## src/rtl/mpy_dot_acc.sv

```systemverilog
// Issue controller and dot-product accumulator for the 8x8 unsigned pipelined multiplier.
// Pairs are pushed into MPY; a {valid,last} tag pipeline tracks each term to the product output.
module mpy_dot_acc #(
  parameter int LAT       = 8,
  parameter int MAX_TERMS = 16,
  parameter int ACC_W     = 20,
  parameter int CNT_W     = 5
) (
  input  logic             clk,
  input  logic             rst_n,
  input  logic             in_valid,
  output logic             in_ready,
  input  logic [7:0]       in_a,
  input  logic [7:0]       in_b,
  input  logic             in_last,
  output logic [7:0]       mpy_a,
  output logic [7:0]       mpy_b,
  input  logic [15:0]      mpy_p,
  output logic             out_valid,
  input  logic             out_ready,
  output logic [ACC_W-1:0] out_sum,
  output logic [CNT_W-1:0] out_count
);

  localparam logic [1:0] S_ACCEPT = 2'd0;
  localparam logic [1:0] S_DRAIN  = 2'd1;
  localparam logic [1:0] S_HOLD   = 2'd2;

  logic [1:0]       r_state;
  logic [7:0]       r_mpy_a;
  logic [7:0]       r_mpy_b;
  logic [CNT_W-1:0] r_in_cnt;
  logic [CNT_W-1:0] r_acc_cnt;
  logic [ACC_W-1:0] r_acc;
  logic [ACC_W-1:0] r_sum;
  logic [CNT_W-1:0] r_count;
  logic [LAT:0]     r_tag_v;
  logic [LAT:0]     r_tag_l;

  logic             w_xfer;
  logic             w_eff_last;
  logic             w_retire;
  logic             w_retire_last;
  logic [ACC_W-1:0] w_acc_next;

  assign in_ready      = (r_state == S_ACCEPT);
  assign w_xfer        = in_valid & in_ready;
  // The term that fills the sum to MAX_TERMS closes it even without in_last.
  assign w_eff_last    = in_last | (r_in_cnt == CNT_W'(MAX_TERMS - 1));
  assign w_retire      = r_tag_v[LAT];
  assign w_retire_last = r_tag_v[LAT] & r_tag_l[LAT];
  assign w_acc_next    = r_acc + {{(ACC_W-16){1'b0}}, mpy_p};

  assign mpy_a     = r_mpy_a;
  assign mpy_b     = r_mpy_b;
  assign out_valid = (r_state == S_HOLD);
  assign out_sum   = r_sum;
  assign out_count = r_count;

  // Issue side: operand registers, tag pipeline and input term count.
  // NOTE: every sequential assignment uses <= so all registers see pre-edge values.
  always_ff @(posedge clk) begin
    if (!rst_n) begin
      r_mpy_a  <= '0;
      r_mpy_b  <= '0;
      r_in_cnt <= '0;
      // NOTE: the tag pipeline is reset (unlike a data-only pipe) so stale terms never retire.
      r_tag_v  <= '0;
      r_tag_l  <= '0;
    end else begin
      if (w_xfer) begin
        r_mpy_a  <= in_a;
        r_mpy_b  <= in_b;
        r_in_cnt <= w_eff_last ? '0 : r_in_cnt + CNT_W'(1);
      end
      r_tag_v <= {r_tag_v[LAT-1:0], w_xfer};
      r_tag_l <= {r_tag_l[LAT-1:0], w_xfer & w_eff_last};
    end
  end

  // Retire side: accumulate products aligned with tag[LAT].
  always_ff @(posedge clk) begin
    if (!rst_n) begin
      r_acc     <= '0;
      r_acc_cnt <= '0;
      r_sum     <= '0;
      r_count   <= '0;
    end else if (w_retire) begin
      if (r_tag_l[LAT]) begin
        r_sum     <= w_acc_next;
        r_count   <= r_acc_cnt + CNT_W'(1);
        r_acc     <= '0;
        r_acc_cnt <= '0;
      end else begin
        r_acc     <= w_acc_next;
        r_acc_cnt <= r_acc_cnt + CNT_W'(1);
      end
    end
  end

  always_ff @(posedge clk) begin
    if (!rst_n) begin
      r_state <= S_ACCEPT;
    end else begin
      case (r_state)
        S_ACCEPT: if (w_xfer && w_eff_last) r_state <= S_DRAIN;
        S_DRAIN:  if (w_retire_last)        r_state <= S_HOLD;
        S_HOLD:   if (out_ready)            r_state <= S_ACCEPT;
        default:                            r_state <= S_ACCEPT;
      endcase
    end
  end

endmodule

```

## config.mk

```make
export PLATFORM = sky130hd
export DESIGN_NAME = mpy_dot_acc
export DESIGN_NICKNAME = d
export VERILOG_FILES = /design/src/rtl/mpy_dot_acc.sv
export SDC_FILE = /design/constraint.sdc
export NUM_CORES = 1
export LEC_CHECK = 0
export ABC_AREA = 0
export CAP_MARGIN = 20
export CORE_AREA = 2 2 102 104
export CTS_BUF_LIST = sky130_fd_sc_hd__clkbuf_8
export CTS_CLUSTER_SIZE = 8
export DETAILED_ROUTE_END_ITERATION = 8
export DIE_AREA = 0 0 104 106
export PLACE_DENSITY = 0.66
export RECOVER_POWER = 100
export SKIP_CTS_REPAIR_TIMING = 1
export SLEW_MARGIN = 20
export SYNTH_ARGS = -nofsm -noshare
export SYNTH_HDL_FRONTEND = slang
export SYNTH_SLANG_ARGS = --single-unit
```

## constraint.sdc

```tcl
create_clock -name clk -period 2.8 [get_ports clk]
set_input_delay 0.28 -clock clk [delete_from_list [all_inputs] [get_ports clk]]
set_output_delay 0.28 -clock clk [all_outputs]
set_load 0.1 [all_outputs]
```

# Word level (Yosys, flattened, before mapping)
# Index checks and enable logic that the tools add are counted.
[totals]
out_inout_bits = 43
input_bits = 37
ff_bits = 91
word_cells = 34
[op_classes]
muxes = 7
bitwise_logic = 4
eq_ne = 6
reduce_logical = 4
addsub = 3
[op_table]
columns = ["op", "n"]
rows = [
  ["$add A20 B16 Y20", 1],
  ["$mux W20", 1],
  ["$add A5 B1 Y5 const B", 2],
  ["$mux W5", 2],
  ["$mux W2", 3],
  ["$pmux W2 S3", 1],
  ["$eq A5 B4 Y1 const B", 1],
  ["$ne A2 B1 Y1 const B", 2],
  ["$and A1 B1 Y1", 3],
  ["$reduce_and A3 Y1", 1],
  ["$eq A2 B1 Y1 const B", 1],
  ["$eq A2 B2 Y1 const B", 1],
  ["$logic_not A2 Y1", 1],
  ["$ne A2 B2 Y1 const B", 1],
  ["$reduce_and A2 Y1", 1],
  ["$logic_and A1 B1 Y1", 1],
  ["$or A1 B1 Y1", 1],
]

# Longest topological paths before layout
[depth]
word_depth = 5
ltp_mapped = 9
ltp_nobuf = 9

# Worst setup path before layout
# No wires, ideal clock.
[synth_timing]
path_kind = "flip-flop to flip-flop"
start = "reg r_state[0]"
end = "reg r_in_cnt[3]"
arrival_ns = 2.564
period_less_slack_ns = 2.635
setup_time_ns = 0.070
path_slack_ns = 0.165
stages_incl_launch_ff = 7
t_required_ns = 2.730
path_buffers = 1
cell_sequence = "dfxtp_1 -> nor2_1 -> and2_1 -> buf_2 -> nand2_1 -> or3_1 -> a21oi_1"
[synth_via]
elab_chain_cells = 2
[synth_rtl]
columns = ["element", "line_no", "text"]
rows = [
  ["start: declaration", "29", "logic [1:0] r_state;"],
  ["start signal: assignment", "103", "r_state <= S_ACCEPT;"],
  ["start signal: assignment", "106", "S_ACCEPT: if (w_xfer && w_eff_last) r_state <= S_DRAIN;"],
  ["start signal: assignment", "107", "S_DRAIN: if (w_retire_last) r_state <= S_HOLD;"],
  ["$logic_not A2 Y1", "46", "assign in_ready = (r_state == S_ACCEPT);"],
  ["via in_ready", "12", "output logic in_ready,"],
  ["$and A1 B1 Y1", "47", "assign w_xfer = in_valid & in_ready;"],
  ["end signal: assignment", "74", "r_in_cnt <= w_eff_last ? '0 : r_in_cnt + CNT_W'(1);"],
  ["end: declaration", "32", "logic [CNT_W-1:0] r_in_cnt;"],
]
# The timed path passes the listed nets, and every way through them passes these cells.
# A chain may end at the register's enable or synchronous reset.

# Final worst setup path
[layout_timing]
start = "in mpy_p[4]"
end = "reg r_sum[15], in the netlist out_sum[15]"
[layout_via]
elab_chain_cells = 1
[layout_rtl]
columns = ["element", "line_no", "text"]
rows = [
  ["start: declaration", "18", "input logic [15:0] mpy_p,"],
  ["$add A20 B16 Y20", "52", "assign w_acc_next = r_acc + {{(ACC_W-16){1'b0}}, mpy_p};"],
  ["end signal: assignment", "90", "r_sum <= w_acc_next;"],
  ["end: declaration", "35", "logic [ACC_W-1:0] r_sum;"],
]
# No other way between the ends.

==> reports/results.ini <==
[finish]
num_antenna_cells = 0
final_cells = 731
post-route-util_pct = 51.2
syn_to_final_growth_pct = 19.6
fillers = 1035
fin_nets = 647
drive_gt1_share_pct = 5.04

[placement]
place_congestion = 0.889
hpwlAfterDp_mm = 7.55
port_buffers = 79
dp_cells = 715

[clock_network]
clock-sinks = 91
clk_pin_slew_ps = 100
h-tree-depth = 3
cts_tree = yes
numCtsBuffers = 9
clock_latency_ps = 360
clockBufferDepth = 2
clockRootBuffer = clkbuf_8

[sta]
rsz0062_at_grt = false
tightest_slew_ps = 2130
finalHoldViolCount = 0
min_period_ps = 2400
relSlewSlack_pct = -42.2
setup_viol_count_final = 0
fin_tns_setup_ps = 0
max_freq_mhz = 416
final-max-slew-violation-count = 57
fin_crit_sh_pct = 85.8
skew_ps = 8.13

[worst_setup_path]
ff2ff_path_depth = 7
crit_required_ps = 3050
cpPeakStageDelay_ps = 550
cp.depth = 8
worstSetupEndpointType = register
arrival_ps = 2660
crit_chain = dlygate4sd3_1 -> ha_1 -> a21o_1 -> a31oi_1 -> a32o_2 -> o21bai_4 -> a311o_1 -> o311ai_0
worstSetupPathType = in2reg
worst-path-buf-inv = 1
cp_max_fo = 6
cpMaxStageDelayCell = dlygate4sd3_1
cp_top_family = compound AO/OA/AOI/OAI gates
cp-start-kind = input port

[drt]
totalWireLength_mm = 10.7
first_pass_iters = 4
vias = 3914
drc = 0
first_iter_violations = 224
route.detailed.wl_per_inst_um = 14.6
ant_nets = 0
vias_per_cell = 5.35

[die]
die_area_mm2 = 0.0110
die_h_um = 106
io_pins = 80
core-area_mm2 = 0.0100
fp-row-count = 37
die_w_um = 104
start_util_pct = 42.8

[synthesis]
ys_seq_area_share_pct = 42.6
synth_async_sr_flop_share_pct = 0
synth-edff-count = 0
synth_area_leaders = dfxtp_1 43%, nand2_1 6.5%, a21oi_1 6.2%
ys_warn_count = 0
synth_area_per_cell_um2 = 8.18
postSynthNetCount = 580
synth_area_mm2 = 0.00428
ys.flop_type = dfxtp_1
ys_ff_latch = 91
synth_cell_types = 57
synthCells = 523
yosys.area.top_type = dfxtp_1
synth.top_cell.area_share_pct = 42.6

[global_routing]
grt_max_degree = 57
grt_pass1_wl_mm = 17.9
grt_pass1_vias = 3701
grt_util_all_layers_pct = 19.9
antenna_found_initial = 0
grt_overflow = 0

[power]
p_per_area_mw_per_mm2 = 516
p_leak_nw = 1.92
p_int_w = 0.00192
p_clk_share_pct = 38.2
combPwrFrac_pct = 11.5
p_sw_share_pct = 27.4
p_sw_w = 0.000722
seqPwrFrac_pct = 50.3
vdd_ir_drop_max_uv = 294

[status]
violations = max-capacitance violations, max-slew violations
outcome = finished, violations left

[flow_run]
max_cap_violations = 1

[hold_path]
hold_class = in2reg
holdPathStages = 3

-- cell usage in the layout, fill, tap and decap left out, types with 5 or more instances in the layout --
master and n:
nor2_1 42, clkdlybuf4s50_1 33, a21oi_1 53, and3_1 5, o211ai_1 7, dfxtp_1 91, clkbuf_8 9, and2_1 12
nand2_1 74, nor3_1 8, a31oi_1 9, o21ai_0 25, inv_1 12, a21o_1 5, xnor2_1 10, clkbuf_1 47
or3_1 5, and2_0 10, ha_1 19, nand3_1 35, buf_4 6
-- synthesized netlist by cell type (all sizes together), types with 2 or more instances --
master and count:
o21bai 2, or4 2, nor4 3, o311ai 3, o2111ai 3, nand2b 2, and2 22, nand3b 4
or2 2, o211ai 7, nand4 4, nand2 74, xnor2 10, a21oi 53, buf 9, a311o 2
ha 19, and4 2, nor2b 2, nor2 42, o21ai 26, clkbuf 24, dfxtp 91, a31oi 9
xor2 4, nor3 8, nand3 36, a211oi 3, o21a 3, a21o 6, and3 5, a22oi 3
inv 12, nand4b 3, o2bb2ai 2, or3 5, nor3b 3, o31ai 2
-- cells by family (layout without fill, tap and decap cells) --
kind of cell | Yosys count | in the layout | share of synthesized area [%]
buf+inv | 46 | 118 | 4.18
mux | 1 | 1 | 0.234
compound gates | 132 | 132 | 19.5
flops | 91 | 91 | 42.6
xor+xnor | 14 | 14 | 2.87
simple gates | 219 | 219 | 24.6
fa+ha+maj | 20 | 20 | 6.03
-- power by group through the flow --
| stage | Clock, W | Sequential (W) | Combinational (W) |
|---|---|---|---|
| 2_1_floorplan | 0 | 0.00146 | 0.000115 |
| 3_3_place_gp | 0 | 0.00136 | 0.000316 |
| 3_5_place_dp | 0 | 0.00136 | 0.000317 |
| 4_1_cts | 0.00103 | 0.00133 | 0.000319 |
| 5_1_grt | 0.00110 | 0.00133 | 0.000325 |
| 6_report | 0.00101 | 0.00133 | 0.000302 |
-- sequential cells by signal, summed over array words and instances (netlist names) --
name and count:
r_state 2, r_tag_v 9, mpy_b 8, r_in_cnt 5, r_acc 20, out_count 5, out_sum 20, mpy_a 8
r_tag_l 9, r_acc_cnt 5
-- metrics by stage --
stage               power [W]  area (µm²)  setup WS [ps]  hold WS [ps]
CTS                   0.00268        5290            563           413
detailed placement    0.00167        5070            195           420
global placement      0.00167        5070            248           414
finish                0.00264        5120            397           412
floorplan             0.00157        4280            165           412
global route          0.00276        5120            206           452
-- worst paths after layout --
| check | from | endpoint | slack [ps] |
|---|---|---|---|
| max | mpy_p[4] | out_sum[15]$_SDFFE_PN0P_ | 400 |
| min reg2reg | r_tag_l[5]$_SDFF_PN0_ | r_tag_l[6]$_SDFF_PN0_ | 440 |
| max reg2reg | r_acc[4]$_SDFFE_PN0P_ | out_sum[15]$_SDFFE_PN0P_ | 570 |
| min | rst_n | r_acc[5]$_SDFFE_PN0P_ | 410 |
-- layer usage --
layer	part of all wire [%]	GRT usage, %
met3	6.3	4.60
met5	0	0
met2	47	32.7
met1	46	25.6
met4	1.4	6.95
-- worst min-delay path, delay by kind of cell --
family        cells  cell delay (ps)
simple gates      1              160
buf+inv           2              290
-- final cells by class --
| cell class | instances | area, µm² | share of cell area, % |
|---|---|---|---|
| clock buffers | 9 | 124 | 2.42 |
| clock inverters | 7 | 98.8 | 1.93 |
| inverters | 13 | 48.8 | 0.954 |
| multi-input cells | 386 | 2280 | 44.5 |
| flip-flops and latches | 91 | 1820 | 35.6 |
| well taps | 136 | 170 | 3.33 |
| repair buffers | 89 | 577 | 11.3 |
Note: power is estimated with default switching activity, not from simulation.
